**src/rtl/seq_debug_cmd_initiator_if.sv**
```systemverilog
// Client command/response handshake and Avalon-MM master bus for the sequencer debug mailbox
// initiator. The master modport is the initiator; the slave modport is the client plus the bus slave.
interface seq_debug_cmd_initiator_if #(
    parameter int unsigned NUM_PARAMS = 4
);
    logic                      cmd_valid;
    logic                      cmd_ready;
    logic [31:0]               cmd_code;
    logic [3:0]                cmd_nparams;
    logic [32*NUM_PARAMS-1:0]  cmd_params;
    logic                      rsp_valid;
    logic [1:0]                rsp_status;
    logic                      rsp_timeout;
    logic [31:0]               avm_address;
    logic                      avm_write;
    logic                      avm_read;
    logic [31:0]               avm_writedata;
    logic [31:0]               avm_readdata;
    logic                      avm_waitrequest;

    modport master (
        input  cmd_valid, cmd_code, cmd_nparams, cmd_params, avm_readdata, avm_waitrequest,
        output cmd_ready, rsp_valid, rsp_status, rsp_timeout,
               avm_address, avm_write, avm_read, avm_writedata
    );

    modport slave (
        output cmd_valid, cmd_code, cmd_nparams, cmd_params, avm_readdata, avm_waitrequest,
        input  cmd_ready, rsp_valid, rsp_status, rsp_timeout,
               avm_address, avm_write, avm_read, avm_writedata
    );
endinterface

```
**src/rtl/seq_debug_cmd_initiator.sv**
```systemverilog
// Host-side initiator for the sequencer debug command mailbox: writes params and opcode,
// polls CMD_STATUS, retires the mailbox with a zero write, then reports the result.
module seq_debug_cmd_initiator #(
    parameter logic [31:0] DEBUG_BASE    = 32'h0001_5238,
    parameter int unsigned NUM_PARAMS    = 4,
    parameter int unsigned POLL_INTERVAL = 16,
    parameter int unsigned TIMEOUT_POLLS = 1024
) (
    input  logic                        avl_clk,
    input  logic                        avl_reset,
    seq_debug_cmd_initiator_if.master   bus
);
    localparam int unsigned PCW = $clog2(TIMEOUT_POLLS + 1);
    localparam int unsigned WCW = (POLL_INTERVAL > 1) ? $clog2(POLL_INTERVAL) : 1;
    localparam logic [PCW-1:0] POLL_LIMIT = PCW'(TIMEOUT_POLLS);
    localparam logic [WCW-1:0] WAIT_LAST  = WCW'(POLL_INTERVAL - 1);
    localparam logic [3:0]     NP_MAX     = 4'(NUM_PARAMS);
    localparam logic [31:0]    ADDR_REQ   = DEBUG_BASE + 32'h0000_0008;
    localparam logic [31:0]    ADDR_STAT  = DEBUG_BASE + 32'h0000_000C;
    localparam logic [31:0]    ADDR_PARAM = DEBUG_BASE + 32'h0000_0010;

    typedef enum logic [3:0] {
        ST_IDLE, ST_WR_PARAM, ST_WR_CMD, ST_POLL_WAIT, ST_POLL_RD,
        ST_CLR_CMD, ST_CLR_WAIT, ST_CLR_RD, ST_RESP
    } state_t;

    state_t                    state_r, state_s;
    logic                      cmd_ready_r, cmd_ready_s;
    logic                      rsp_valid_r, rsp_valid_s;
    logic [1:0]                status_r, status_s;
    logic                      timeout_r, timeout_s;
    logic [31:0]               avm_address_r, avm_address_s;
    logic                      avm_write_r, avm_write_s;
    logic                      avm_read_r, avm_read_s;
    logic [31:0]               avm_writedata_r, avm_writedata_s;
    logic [31:0]               code_r, code_s;
    logic [3:0]                nparams_r, nparams_s;
    logic [32*NUM_PARAMS-1:0]  params_r, params_s;
    logic [3:0]                idx_r, idx_s;
    logic [PCW-1:0]            poll_cnt_r, poll_cnt_s;
    logic [WCW-1:0]            wait_cnt_r, wait_cnt_s;

    logic                      accept_s;
    logic [3:0]                nparams_clamp_s;
    logic [31:0]               param_sel_s;
    logic [PCW-1:0]            poll_inc_s;

    assign accept_s        = (avm_write_r | avm_read_r) & ~bus.avm_waitrequest;
    assign nparams_clamp_s = (bus.cmd_nparams > NP_MAX) ? NP_MAX : bus.cmd_nparams;
    assign param_sel_s     = params_r[32*int'(idx_r) +: 32];
    assign poll_inc_s      = (poll_cnt_r == POLL_LIMIT) ? poll_cnt_r : poll_cnt_r + PCW'(1);

    // State and output registers; reset abandons any transfer in flight.
    always_ff @(posedge avl_clk or posedge avl_reset) begin
        if (avl_reset) begin
            state_r         <= ST_IDLE;
            cmd_ready_r     <= 1'b1;
            rsp_valid_r     <= 1'b0;
            status_r        <= 2'd0;
            timeout_r       <= 1'b0;
            avm_address_r   <= 32'd0;
            avm_write_r     <= 1'b0;
            avm_read_r      <= 1'b0;
            avm_writedata_r <= 32'd0;
            code_r          <= 32'd0;
            nparams_r       <= 4'd0;
            params_r        <= '0;
            idx_r           <= 4'd0;
            poll_cnt_r      <= '0;
            wait_cnt_r      <= '0;
        end else begin
            state_r         <= state_s;
            cmd_ready_r     <= cmd_ready_s;
            rsp_valid_r     <= rsp_valid_s;
            status_r        <= status_s;
            timeout_r       <= timeout_s;
            avm_address_r   <= avm_address_s;
            avm_write_r     <= avm_write_s;
            avm_read_r      <= avm_read_s;
            avm_writedata_r <= avm_writedata_s;
            code_r          <= code_s;
            nparams_r       <= nparams_s;
            params_r        <= params_s;
            idx_r           <= idx_s;
            poll_cnt_r      <= poll_cnt_s;
            wait_cnt_r      <= wait_cnt_s;
        end
    end

    // Next-state logic. Each bus state raises its strobe from a low-strobe cycle and drops it
    // on acceptance, which yields the idle cycle between consecutive transfers.
    always_comb begin
        state_s         = state_r;
        cmd_ready_s     = cmd_ready_r;
        rsp_valid_s     = 1'b0;
        status_s        = status_r;
        timeout_s       = timeout_r;
        avm_address_s   = avm_address_r;
        avm_write_s     = avm_write_r;
        avm_read_s      = avm_read_r;
        avm_writedata_s = avm_writedata_r;
        code_s          = code_r;
        nparams_s       = nparams_r;
        params_s        = params_r;
        idx_s           = idx_r;
        poll_cnt_s      = poll_cnt_r;
        wait_cnt_s      = wait_cnt_r;

        case (state_r)
            ST_IDLE: begin
                if (bus.cmd_valid && cmd_ready_r) begin
                    code_s      = bus.cmd_code;
                    nparams_s   = nparams_clamp_s;
                    params_s    = bus.cmd_params;
                    cmd_ready_s = 1'b0;
                    status_s    = 2'd0;
                    timeout_s   = 1'b0;
                    idx_s       = 4'd0;
                    state_s     = (nparams_clamp_s != 4'd0) ? ST_WR_PARAM : ST_WR_CMD;
                end else begin
                    cmd_ready_s = 1'b1;
                end
            end
            ST_WR_PARAM: begin
                if (!avm_write_r) begin
                    avm_write_s     = 1'b1;
                    avm_address_s   = ADDR_PARAM + {26'd0, idx_r, 2'b00};
                    avm_writedata_s = param_sel_s;
                end else if (accept_s) begin
                    avm_write_s = 1'b0;
                    if (idx_r + 4'd1 == nparams_r) begin
                        idx_s   = 4'd0;
                        state_s = ST_WR_CMD;
                    end else begin
                        idx_s   = idx_r + 4'd1;
                    end
                end else begin
                    state_s = ST_WR_PARAM;
                end
            end
            ST_WR_CMD, ST_CLR_CMD: begin
                if (!avm_write_r) begin
                    avm_write_s     = 1'b1;
                    avm_address_s   = ADDR_REQ;
                    avm_writedata_s = (state_r == ST_WR_CMD) ? code_r : 32'd0;
                end else if (accept_s) begin
                    avm_write_s = 1'b0;
                    poll_cnt_s  = '0;
                    wait_cnt_s  = '0;
                    state_s     = (state_r == ST_WR_CMD) ? ST_POLL_WAIT : ST_CLR_WAIT;
                end else begin
                    state_s = state_r;
                end
            end
            ST_POLL_WAIT, ST_CLR_WAIT: begin
                if (wait_cnt_r == WAIT_LAST) begin
                    wait_cnt_s = '0;
                    state_s    = (state_r == ST_POLL_WAIT) ? ST_POLL_RD : ST_CLR_RD;
                end else begin
                    wait_cnt_s = wait_cnt_r + WCW'(1);
                end
            end
            ST_POLL_RD: begin
                if (!avm_read_r) begin
                    avm_read_s    = 1'b1;
                    avm_address_s = ADDR_STAT;
                end else if (accept_s) begin
                    avm_read_s = 1'b0;
                    status_s   = bus.avm_readdata[1:0];
                    poll_cnt_s = poll_inc_s;
                    if (bus.avm_readdata[1]) begin
                        state_s = ST_CLR_CMD;
                    end else if (poll_inc_s == POLL_LIMIT) begin
                        timeout_s = 1'b1;
                        state_s   = ST_CLR_CMD;
                    end else begin
                        state_s = ST_POLL_WAIT;
                    end
                end else begin
                    state_s = ST_POLL_RD;
                end
            end
            ST_CLR_RD: begin
                // Clear-phase reads only gate the exit; the reported status stays the poll result.
                if (!avm_read_r) begin
                    avm_read_s    = 1'b1;
                    avm_address_s = ADDR_STAT;
                end else if (accept_s) begin
                    avm_read_s = 1'b0;
                    poll_cnt_s = poll_inc_s;
                    if (bus.avm_readdata[1:0] == 2'd0) begin
                        rsp_valid_s = 1'b1;
                        state_s     = ST_RESP;
                    end else if (poll_inc_s == POLL_LIMIT) begin
                        timeout_s   = 1'b1;
                        rsp_valid_s = 1'b1;
                        state_s     = ST_RESP;
                    end else begin
                        state_s = ST_CLR_WAIT;
                    end
                end else begin
                    state_s = ST_CLR_RD;
                end
            end
            ST_RESP: begin
                cmd_ready_s = 1'b1;
                state_s     = ST_IDLE;
            end
            default: begin
                avm_write_s = 1'b0;
                avm_read_s  = 1'b0;
                cmd_ready_s = 1'b1;
                state_s     = ST_IDLE;
            end
        endcase
    end

    assign bus.cmd_ready     = cmd_ready_r;
    assign bus.rsp_valid     = rsp_valid_r;
    assign bus.rsp_status    = status_r;
    assign bus.rsp_timeout   = timeout_r;
    assign bus.avm_address   = avm_address_r;
    assign bus.avm_write     = avm_write_r;
    assign bus.avm_read      = avm_read_r;
    assign bus.avm_writedata = avm_writedata_r;
endmodule

```
**src/flat_wrapper.sv**
```systemverilog
// flat-port wrapper written by rule: the top's interface ports become plain ports
module seq_debug_cmd_initiator_flat 
#(
    parameter logic [31:0] DEBUG_BASE    = 32'h0001_5238,
    parameter int unsigned NUM_PARAMS    = 4,
    parameter int unsigned POLL_INTERVAL = 16,
    parameter int unsigned TIMEOUT_POLLS = 1024
)
  (avl_clk, avl_reset, bus_cmd_valid, bus_cmd_code, bus_cmd_nparams, bus_cmd_params, bus_avm_readdata, bus_avm_waitrequest, bus_cmd_ready, bus_rsp_valid, bus_rsp_status, bus_rsp_timeout, bus_avm_address, bus_avm_write, bus_avm_read, bus_avm_writedata);
  seq_debug_cmd_initiator_if #(.NUM_PARAMS(NUM_PARAMS)) bus_i ();
  input  logic avl_clk;
  input  logic avl_reset;
  input wire logic [$bits(bus_i.cmd_valid)-1:0] bus_cmd_valid;
  input wire logic [$bits(bus_i.cmd_code)-1:0] bus_cmd_code;
  input wire logic [$bits(bus_i.cmd_nparams)-1:0] bus_cmd_nparams;
  input wire logic [$bits(bus_i.cmd_params)-1:0] bus_cmd_params;
  input wire logic [$bits(bus_i.avm_readdata)-1:0] bus_avm_readdata;
  input wire logic [$bits(bus_i.avm_waitrequest)-1:0] bus_avm_waitrequest;
  output wire logic [$bits(bus_i.cmd_ready)-1:0] bus_cmd_ready;
  output wire logic [$bits(bus_i.rsp_valid)-1:0] bus_rsp_valid;
  output wire logic [$bits(bus_i.rsp_status)-1:0] bus_rsp_status;
  output wire logic [$bits(bus_i.rsp_timeout)-1:0] bus_rsp_timeout;
  output wire logic [$bits(bus_i.avm_address)-1:0] bus_avm_address;
  output wire logic [$bits(bus_i.avm_write)-1:0] bus_avm_write;
  output wire logic [$bits(bus_i.avm_read)-1:0] bus_avm_read;
  output wire logic [$bits(bus_i.avm_writedata)-1:0] bus_avm_writedata;
  assign bus_i.cmd_valid = bus_cmd_valid;
  assign bus_i.cmd_code = bus_cmd_code;
  assign bus_i.cmd_nparams = bus_cmd_nparams;
  assign bus_i.cmd_params = bus_cmd_params;
  assign bus_i.avm_readdata = bus_avm_readdata;
  assign bus_i.avm_waitrequest = bus_avm_waitrequest;
  assign bus_cmd_ready = bus_i.cmd_ready;
  assign bus_rsp_valid = bus_i.rsp_valid;
  assign bus_rsp_status = bus_i.rsp_status;
  assign bus_rsp_timeout = bus_i.rsp_timeout;
  assign bus_avm_address = bus_i.avm_address;
  assign bus_avm_write = bus_i.avm_write;
  assign bus_avm_read = bus_i.avm_read;
  assign bus_avm_writedata = bus_i.avm_writedata;
  seq_debug_cmd_initiator #(.DEBUG_BASE(DEBUG_BASE), .NUM_PARAMS(NUM_PARAMS), .POLL_INTERVAL(POLL_INTERVAL), .TIMEOUT_POLLS(TIMEOUT_POLLS)) u_core (.avl_clk(avl_clk), .avl_reset(avl_reset), .bus(bus_i));
endmodule
```
**config.mk**
```make
export PLATFORM = sky130hd
export DESIGN_NAME = seq_debug_cmd_initiator_flat
export DESIGN_NICKNAME = d
export VERILOG_FILES = /design/src/rtl/seq_debug_cmd_initiator_if.sv /design/src/rtl/seq_debug_cmd_initiator.sv /design/src/flat_wrapper.sv
export SDC_FILE = /design/constraint.sdc
export NUM_CORES = 1
export LEC_CHECK = 0
export CORE_AREA = 2 2 146 148
export DETAILED_ROUTE_END_ITERATION = 8
export DIE_AREA = 0 0 148 150
export PLACE_DENSITY = 0.95
export SYNTH_ARGS = -nofsm -noshare
export SYNTH_HDL_FRONTEND = slang
export SYNTH_SLANG_ARGS = --single-unit
export TNS_END_PERCENT = 10
```
**constraint.sdc**
```tcl
create_clock -name avl_clk -period 17.12 [get_ports avl_clk]
set_input_delay 2.568 -clock avl_clk [delete_from_list [all_inputs] [get_ports avl_clk]]
set_output_delay 2.568 -clock avl_clk [all_outputs]
set_load 0.02 [all_outputs]
```
# After elaboration in Yosys (flattened, before gate mapping)
# Index checks and enable logic that the tools add are counted.
# classes
addsub	4
order_cmp	1
reduce_logical	27
eq_ne	30
bitwise	3
mux	68
shifts	1
# op_table
op	count
$mux 32	6
$shiftx 128x10->32	1
$pmux 32 s3	1
$mux 4	22
$pmux 32 s2	1
$mux 11	5
$ne 2x1->1 const B	12
$pmux 4 s6	1
$eq 11x11->1 const B	2
$pmux 11 s2	1
$add 17x6->18 const A	1
$mux 1	17
$eq 4x3->1 const B	4
$pmux 4 s2	2
$reduce_and 8->1	2
$reduce_or 7->1	2
$reduce_and 4->1	3
$add 11x1->11 const B	1
$mux 2	5
$ne 2x2->1 const B	5
$reduce_bool 2->1	5
$add 4x1->4 const B	2
$eq 4x2->1 const B	2
$eq 4x4->1 const B	2
other kinds (22)	29
# word_totals
output_inout_bits	71
reg_bits	258
elab_cells	149

# Depth between registers and ports, before layout
# Gate-level depths: netlist (run 1).
# logic_depth
ltp_word	8
mapped_depth	8
ltp_nobuf	8

# Worst setup path before layout (run 1)
# Ideal clock, no wire load.
# synth_timing
kind	input-to-reg
start	in bus_cmd_valid
end	reg u_core.code_r[10]
stages	4
required_time_ns	16.995
arrival_ns	3.787
path_slack_ns	13.208
setup_ns	0.125
cell_sequence	nand4_1 > clkbuf_1 > buf_1 > mux2_2
# synth_between
elab_chain_len	2
# synth_rtl
item	line_no	rtl
start: declaration	flat_wrapper.sv:13	input wire logic [$bits(bus_i.cmd_valid)-1:0] bus_cmd_valid;
$logic_and 1x1->1	seq_debug_cmd_initiator.sv:111	if (bus.cmd_valid && cmd_ready_r) begin
$reduce_and 2->1 (no line)	--	
end signal: assignment	seq_debug_cmd_initiator.sv:81	code_r <= code_s;
end: declaration	seq_debug_cmd_initiator.sv:36	logic [31:0] code_r, code_s;
# Every way passes these cells.
# A chain may end at the register's enable or synchronous reset.

==> summary by stage, run 1 <==
Worst setup path
The critical path is of the in2async type. The element type at the critical path start is an input pin. The arrival time at the worst endpoint is 5240 ps.

In this run the worst path has a maximum fanout of 92. The critical path endpoint category is an asynchronous set/reset pin. The required time at the worst-slack endpoint is 17680 ps.

Drt
The via count is 7699. Wires add up to around 27 mm. The total DRC errors in the routed layout is 0. The via count normalized by instance count is about 5.7. The mean routed wirelength per cell is 19.98 um.

The number of violations reported at the end of detailed-routing iteration 0 is 374. The detail route stage leaves a number of antenna-violating nets equal to 0. Before antenna repair, the detailed router went through 5 iterations.

Yosys
The combinational family with the most area after synthesis is multiplexers. The number of storage elements in the synthesis netlist is 233. Of the post-synthesis cell area, the part taken by muxes is 23.49%. Of the post-synthesis cell area, the dominant cell type holds 53.82%. After synthesis the cells add up to ~0.011 mm^2. The synthesized netlist contains 60 unique library cells. The largest total area in the synthesized netlist belongs to sky130_fd_sc_hd__dfrtp_1.

The synthesized netlist devotes 0.6960% of its cell area to adder and majority cells. The flip-flop cell with the highest count after synthesis is sky130_fd_sc_hd__dfrtp_1. The simple-gate area share of the yosys netlist is roughly 7.2%. The synthesized netlist devotes 0.8700% of its cell area to XOR and XNOR gates. The synthesized-area fraction occupied by ao, oa, aoi and oai cells is under 10%. The number of standard cells after synthesis is 855. After synthesis, the cell types taking the most area are sky130_fd_sc_hd__dfrtp_1, sky130_fd_sc_hd__mux2_2, sky130_fd_sc_hd__mux4_2, sky130_fd_sc_hd__a22oi_1, sky130_fd_sc_hd__a21oi_1. The sequential cell area fraction in the yosys report is between 50% and 60%. The synthesized design contains 0 enable-type register cells.

sky130_fd_sc_hd__dfrtp_1 is the most common cell in the netlist. By count the netlist is led by sky130_fd_sc_hd__dfrtp_1, sky130_fd_sc_hd__mux2_2, sky130_fd_sc_hd__nor2_1, sky130_fd_sc_hd__a21oi_1, sky130_fd_sc_hd__clkbuf_1. The average cell area after synthesis is 12.62 um^2. The share of flip-flops with an asynchronous set or reset after synthesis is 100.0%. The Yosys step of the flow raised 0 warnings.

Power and ir drop
In this run the power density over the cells is 168.2 mW/mm^2. IR analysis of the VDD net gives a maximum drop of 0.0001006 V. The leakage power summed over all cells is around 6 nW.

Timing
The count of pins over their slew limit is 0. The total of endpoints with negative setup slack in the final report is 0. Derived from the worst setup path, the maximum achievable clock frequency is about 210 MHz. For the pin with the worst max-slew slack, the measured transition is 1024 ps. Setup repair after global routing left no endpoint under its margin. The final worst clock skew is between 10 and 15 ps.

The minimum clock period is between 4000 and 5000 ps. The worst relative slew slack is 31.74%. Setup total negative slack on the finished layout was measured at 0 ps. The ratio of final minimum period to clock period is between 20% and 30%. The count of endpoints failing hold in the final timing report was 0.

Worst hold path
The worst hold path class is reg2reg.

Clock network
Once the clock tree was built, the resizer swapped 0 gates to a different size. After clock tree synthesis, the flow added hold-fix buffers numbering 0. CTS saw 233 sinks. The clock-pin transition on the worst setup and hold timing paths is 60 ps. Clock latency on the worst-skew pair, taken at its later pin, is 520 ps.

The CTS tree is done. The clock root buffer is sky130_fd_sc_hd__clkbuf_16. The longest clock path from root to sink contains 3 buffers. The TritonCTS buffer count is 25. After clock tree synthesis, the setup repair step added 0 buffers. The depth of the CTS H-tree is 1.

Global route
The number of antenna violations at the first check in global routing came to 3. The maximum number of pins on one net before global-route repair is 164. The first global-routing pass estimated 42.37 mm of wire.

The number of global-route vias before repair is 8073. The total overflow left after global routing is 0. Global routing used between 20% and 30% of the available tracks.

Floorplan
The core box area is 0.02069 mm^2. The die covers 0.02220 mm^2. Row generation in the floorplan step produced 53 rows. The die is 150 um tall. The I/O pin count is 271. For this configuration, the core starts out at a cell density of between 50 and 60%.

The horizontal extent of the die is 148 um.

Placed design
The half-perimeter wire length after detailed placement is between 15 and 20 mm. Routability-driven placement finished with a final weighted congestion of 0.8964. Including well taps, the total number of placed cells is 1296.

Port buffering added 218 buffers.

Finish
The net count of the finished layout is 1254. The number of cells in the finished layout apart from fillers is 1343. The count of filler cells inserted in the layout is 1457. The share of cells above drive strength 1 is around a quarter. The area growth from synthesis to layout is 28.25%.

Job
The max-cap violation count is 0.

Outcome
The flow ran to the end, and the final reports show no timing, DRC or antenna violations.
==> per-layer routing <==
metal | track usage (%) | vias to the layer above | part of all wire (%)
li1 | - | 3470 | -
met5 | 0 | - | 0
met1 | 28.72 | 3837 | 37
met4 | 10.29 | 0 | 3.9
met3 | 5.976 | 69 | 7.4
met2 | 42.04 | 323 | 52
==> state kept, by name (all words and copies together), names as in the netlist <==
register                  cells
u_core.bus.cmd_ready          1
u_core.bus.avm_address        7
u_core.bus.avm_write          1
u_core.idx_r                  4
u_core.poll_cnt_r            11
u_core.bus.avm_writedata     32
u_core.params_r             128
u_core.state_r                4
u_core.wait_cnt_r             4
u_core.bus.avm_read           1
u_core.nparams_r              4
u_core.bus.rsp_timeout        1
u_core.bus.rsp_valid          1
u_core.bus.rsp_status         2
u_core.code_r                32
==> worst max-delay path, cell delays in order <==
cell	delay (ps)
sky130_fd_sc_hd__clkdlybuf4s50_1	500
sky130_fd_sc_hd__inv_8	460
sky130_fd_sc_hd__buf_4	890
sky130_fd_sc_hd__buf_4	750
==> where the power goes <==
group,internal (mW),switching [mW],leakage (nW)
clock network,0.281,0.218,0.372
logic,0.458,0.433,2.68
registers,0.785,0.152,2.92
total,1.52,0.803,5.97
==> area by class of cell <==
class | instances | area, um^2 | share of cell area (%)
Antenna cell | 3 | 7.507 | 0.05427
Tap cell | 275 | 344.1 | 2.487
Multi-Input combinational cell | 548 | 4583 | 33.13
Clock buffer | 33 | 685.7 | 4.957
Clock inverter | 11 | 63.81 | 0.4613
Sequential cell | 233 | 5834 | 42.18
Timing Repair Buffer | 226 | 2255 | 16.30
Inverter | 14 | 60.06 | 0.4342
==> cell usage in the layout (no fill, tap or decap), types with 4 or more instances in the layout <==
cell / netlist / layout
sky130_fd_sc_hd__nand4_1: 7 / 7
sky130_fd_sc_hd__dfrtp_1: 232 / 230
sky130_fd_sc_hd__o31ai_1: 7 / 7
sky130_fd_sc_hd__mux4_2: 32 / 32
sky130_fd_sc_hd__mux2_2: 161 / 161
sky130_fd_sc_hd__clkbuf_16: 0 / 25
sky130_fd_sc_hd__a31oi_1: 6 / 6
sky130_fd_sc_hd__nand2_1: 35 / 35
sky130_fd_sc_hd__ha_1: 6 / 6
sky130_fd_sc_hd__nand3_1: 17 / 17
sky130_fd_sc_hd__xor2_1: 4 / 4
sky130_fd_sc_hd__nor3_1: 8 / 8
sky130_fd_sc_hd__and3_1: 6 / 6
sky130_fd_sc_hd__xnor2_1: 4 / 4
sky130_fd_sc_hd__inv_1: 14 / 13
sky130_fd_sc_hd__a22oi_1: 32 / 32
sky130_fd_sc_hd__conb_1: 1 / 22
sky130_fd_sc_hd__o21ai_1: 11 / 11
sky130_fd_sc_hd__nand2b_1: 6 / 6
sky130_fd_sc_hd__o21ai_0: 21 / 21
sky130_fd_sc_hd__clkbuf_1: 40 / 5
sky130_fd_sc_hd__buf_4: 26 / 7
sky130_fd_sc_hd__nor2_1: 58 / 58
sky130_fd_sc_hd__clkinv_2: 0 / 8
sky130_fd_sc_hd__o22ai_1: 4 / 4
sky130_fd_sc_hd__clkdlybuf4s50_1: 0 / 218
sky130_fd_sc_hd__nor2b_1: 4 / 4
sky130_fd_sc_hd__a21oi_1: 47 / 46
sky130_fd_sc_hd__a22o_1: 5 / 5
==> cell families (layout without fill, tap and decap cells) <==
group           count (synthesis)  after routing
flops                         233            233
mux                           193            193
simple gates                  161            161
compound gates                157            157
buf+inv                        95            284
xor+xnor                        9              9
fa+ha+maj                       6              6
other cells                     1             25
==> stage by stage <==
stage	setup WS [ps]	hold WS, ps	cell area, um^2	power, mW	util [%]
after floorplan	8164	445.9	10870	1.518	-
after global placement	11770	453.9	13080	1.763	63.20
after detailed placement	11700	464.9	13080	1.827	63.20
after CTS	12260	482.1	13830	2.337	66.82
after global routing	11960	515.3	13830	2.464	66.85
final	12440	475.8	13830	2.326	66.86
==> final timing paths <==
kind | startpoint | end | slack, ps | cells past startpoint
worst max-delay path | avl_reset | u_core.code_r[20]$_DFFE_PP0P_ | 12440 | 4
worst min-delay path | u_core.bus.avm_address[5]$_DFFE_PP0P_ | u_core.bus.avm_address[5]$_DFFE_PP0P_ | 480 | 2
worst max register to register | u_core.state_r[1]$_DFFE_PP0P_ | u_core.bus.avm_writedata[16]$_DFFE_PP0P_ | 14090 | 6
worst min register to register | u_core.bus.avm_address[5]$_DFFE_PP0P_ | u_core.bus.avm_address[5]$_DFFE_PP0P_ | 480 | 2
max in group avl_clk | u_core.bus.avm_write$_DFFE_PP0N_ | bus_avm_write | 12760 | 1
min in group asynchronous | avl_reset | u_core.params_r[0]$_DFFE_PP0P_ | 2540 | 2
Note: power is estimated with default switching activity, not from simulation.
==> run 2: changes to the inputs <==
--- a/config.mk
+++ b/config.mk
@@ -5,10 +5,10 @@
 export SDC_FILE = /design/constraint.sdc
 export NUM_CORES = 1
 export LEC_CHECK = 0
-export CORE_AREA = 2 2 146 148
+export CORE_AREA = 2 2 158 160
 export DETAILED_ROUTE_END_ITERATION = 8
-export DIE_AREA = 0 0 148 150
-export PLACE_DENSITY = 0.95
+export DIE_AREA = 0 0 160 162
+export PLACE_DENSITY = 0.88
 export SYNTH_ARGS = -nofsm -noshare
 export SYNTH_HDL_FRONTEND = slang
 export SYNTH_SLANG_ARGS = --single-unit
==> constraint.sdc (replaced) <==
create_clock -name avl_clk -period 3.8 [get_ports avl_clk]
set_input_delay 0.57 -clock avl_clk [delete_from_list [all_inputs] [get_ports avl_clk]]
set_output_delay 0.57 -clock avl_clk [all_outputs]
set_load 0.02 [all_outputs]
==> run 2 against run 1 <==
First-iteration DRC count grew 47%. Critical path depth is 2 higher. Clock-buffer cell count up 9. Total power rose to 4.6 times the previous value. Design area rose by 2.0%. Sequential cell count unchanged. Final cell count up 4.3%. Clock skew is 3.3 ps higher. Register-to-register slack got worse by 13000 ps. Sequential share of layout area down 0.83 points. Critical endpoint is now u_core.poll_cnt_r[6]$_DFFE_PP0P_. Highest routed layer is now met5.
==> summary by stage, run 2 (synthesis results as in run 1) <==
Placed design
The count of input and output buffers is 218. The total instance count after detailed placement is 1350. Routability-driven placement finished with a final weighted congestion of 0.8853.

Detailed placement ended at an HPWL of approximately 18 mm.

Global route
Entering global routing, the biggest net connects 141 pins. The met2 track demand over resource in global routing is 34.40%. The number of global-route vias before repair came to ~7900. The busiest metal layer after global routing is met2. For this run, global-route usage on met1 was measured as 25.74%. Global routing consumed, on the met3 layer, 4.775% of the routing resources. The number of antenna violations at the first check in global routing is 3. The all-layer global routing usage is 20.33%.

The first-pass GRT wire length is 42.44 mm. The remaining global-route overflow is 0.

Worst setup path
In this run the worst path has a maximum fanout of 20. Data arrives at the worst endpoint at approximately 3300 ps. For this run, the slowest stage of the critical path takes ~730 ps. STA classifies the critical path endpoint as a flop. STA puts the critical path data required time at 4210 ps. The element type at the critical path start is a flop. The depth of the worst register-to-register path is 6. The critical path goes through or3b_1 > a21o_1 > and2_1 > or4_1 > a21o_1 > a22o_1. The slowest library cell on the worst path is sky130_fd_sc_hd__or4_1.

The most frequent cell on the critical path is sky130_fd_sc_hd__a21o_1. The critical path is of the reg2reg type.

Drt
In this run, the number of DRC markers left after iteration 0 of detailed routing was 551. The mean routed wirelength per cell is 18.62 um. The via count is ~7600. The number of nets with antenna violations after detailed routing is 0. The first detailed-routing pass took 5 iterations. In the routed layout, each cell is associated on average with a via count of 5.423. The aggregate routed wire length is 26.08 mm. For this run, design rule violations remaining after detail routing come to 0.

Floorplan
In this run the standard cell core region covers 0.02411 mm^2. The area enclosed by the die boundary is 0.02592 mm^2. The horizontal extent of the die is 160 um. The y dimension of the die is 162 um. For this configuration, the core starts out at a cell density of 44.75%. The I/O pin count is 271. The floorplan has 57 rows.

Clock network
In this run the number of H-tree levels came out at 1. The count of instances resized after the clock tree is built is 0. Clock latency on the worst-skew pair, taken at its later pin, is ~520 ps. The post-CTS setup buffer count is 0. Counting every sink on the clock net gives 233. No sink is reached through more buffers than the 3 on the longest clock path.

The clock root buffer is sky130_fd_sc_hd__clkbuf_16. The CTS tree is done. The post-cts hold buffer count is 0. Buffers inserted during clock tree synthesis total 27. The clock-pin transition on the worst setup and hold timing paths is 60 ps.

Power and ir drop
In this run the power density over the cells is around 770 mW/mm^2. Across the VDD grid, the largest voltage drop is between 0.0003 and 0.0004 V. Of the total power, the share spent switching nets is 32.88%. In this run, the combinational gates consume 37.1% of the power.

The power consumption is between 10 and 15 mW. The internal cell power is 7.247 mW. The leakage power summed over all cells is about 6.1 nW. Per report_power, the clock group accounts for 24.3% of the total. The analysis attributes to net switching a power of 3.550 mW. The fraction of power consumed by sequential logic is 38.6%.

Finish
At the end of the flow, the number of nets in the layout was approximately 1300. The number of flip-flops under the largest register name is 128. The count of filler cells inserted in the layout is 1937.

Relative to the synthesized area, the layout overhead comes to 30.82%. Leaving out fill and tap cells, the most frequent cell in the layout is sky130_fd_sc_hd__dfrtp_1. Counting flops per register, the top entry is u_core.params_r.

Leaving out filler cells and counting taps, the final layout contains 1401. Cells with a size suffix above 1 make up 24.16% of the layout. The library cells used most frequently in the layout, excluding fill and tap cells, are sky130_fd_sc_hd__dfrtp_1, sky130_fd_sc_hd__clkdlybuf4s50_1, sky130_fd_sc_hd__mux2_2.

Timing
The count of endpoints failing hold in the final timing report is 0. The minimum clock period is approximately 2900 ps. The worst relative slew slack is 42.92%. Setup repair after global routing left no endpoint under its margin. The ratio of final minimum period to clock period is 75.28%.

On the final layout, the worst clock skew is 14.53 ps. The slew of the pin with the lowest slew margin is 849.7 ps. The total of endpoints with negative setup slack in the final report is 0. The timing-limited maximum frequency is between 300 and 400 MHz.

Summed over all failing endpoints, the final setup total negative slack is 0 ps. The count of pins over their slew limit came to 0.

Job
The max-cap violation count is 0.

Worst hold path
The tightest min-delay check is of the reg2reg type. The cell depth of the worst hold path is 2.

Outcome
The run finished with clean final reports.
-- run 2: worst paths after layout --
kind                                                            to  slack (ps)                             startpoint
setup / recovery                  u_core.poll_cnt_r[6]$_DFFE_PP0P_         940          u_core.state_r[0]$_DFFE_PP0P_
hold / removal               u_core.bus.avm_address[7]$_DFFE_PP0P_         480  u_core.bus.avm_address[7]$_DFFE_PP0P_
setup reg to reg                  u_core.poll_cnt_r[6]$_DFFE_PP0P_         940          u_core.state_r[0]$_DFFE_PP0P_
hold reg to reg              u_core.bus.avm_address[7]$_DFFE_PP0P_         480  u_core.bus.avm_address[7]$_DFFE_PP0P_
max in group asynchronous          u_core.params_r[60]$_DFFE_PP0P_        2550                              avl_reset
min in group asynchronous  u_core.bus.avm_writedata[3]$_DFFE_PP0P_         590                              avl_reset
-- run 2: power by group through the flow --
stage               logic [mW]  clock network [mW]  registers, mW
CTS                       4.05                2.70           4.16
global placement          3.88                   0           4.11
floorplan                 2.63                   0           4.21
finish                    4.01                2.62           4.17
global route              4.40                2.82           4.29
detailed placement        4.01                   0           4.19
-- run 2: final cells by class --
class,count,area (um^2),area share [%]
Antenna cell,1,2.502,0.01773
Clock buffer,42,792.0,5.613
Clock inverter,8,118.9,0.8423
Inverter,14,56.30,0.3990
Multi-Input combinational cell,548,4584,32.49
Sequential cell,233,5834,41.35
Tap cell,324,405.4,2.873
Timing Repair Buffer,231,2317,16.42
-- run 2: metrics by stage --
stage	cell area, um^2	worst slack (ps)	util, %	hold slack [ps]
CTS	14110	970.7	58.53	483.4
finish	14110	939.4	58.54	476.8
global route	14110	799.3	58.54	509.4
global placement	13200	1010	54.75	467.5
floorplan	10870	180.9	-	445.9
detailed placement	13200	977.7	54.75	466.6
-- run 2: routing by layer --
metal,vias to the layer above,wire [um]
met1,3775,10200
met3,58,1897
met2,280,13070
met4,4,884
li1,3480,-
met5,-,30
-- run 2: worst max-delay path, delay by kind of cell (launching register included) --
kind / cells / cell delay (ps)
DFF: 1 / 590
and+or+nand+nor: 3 / 1440
AOI/OAI and AO/OA: 3 / 710
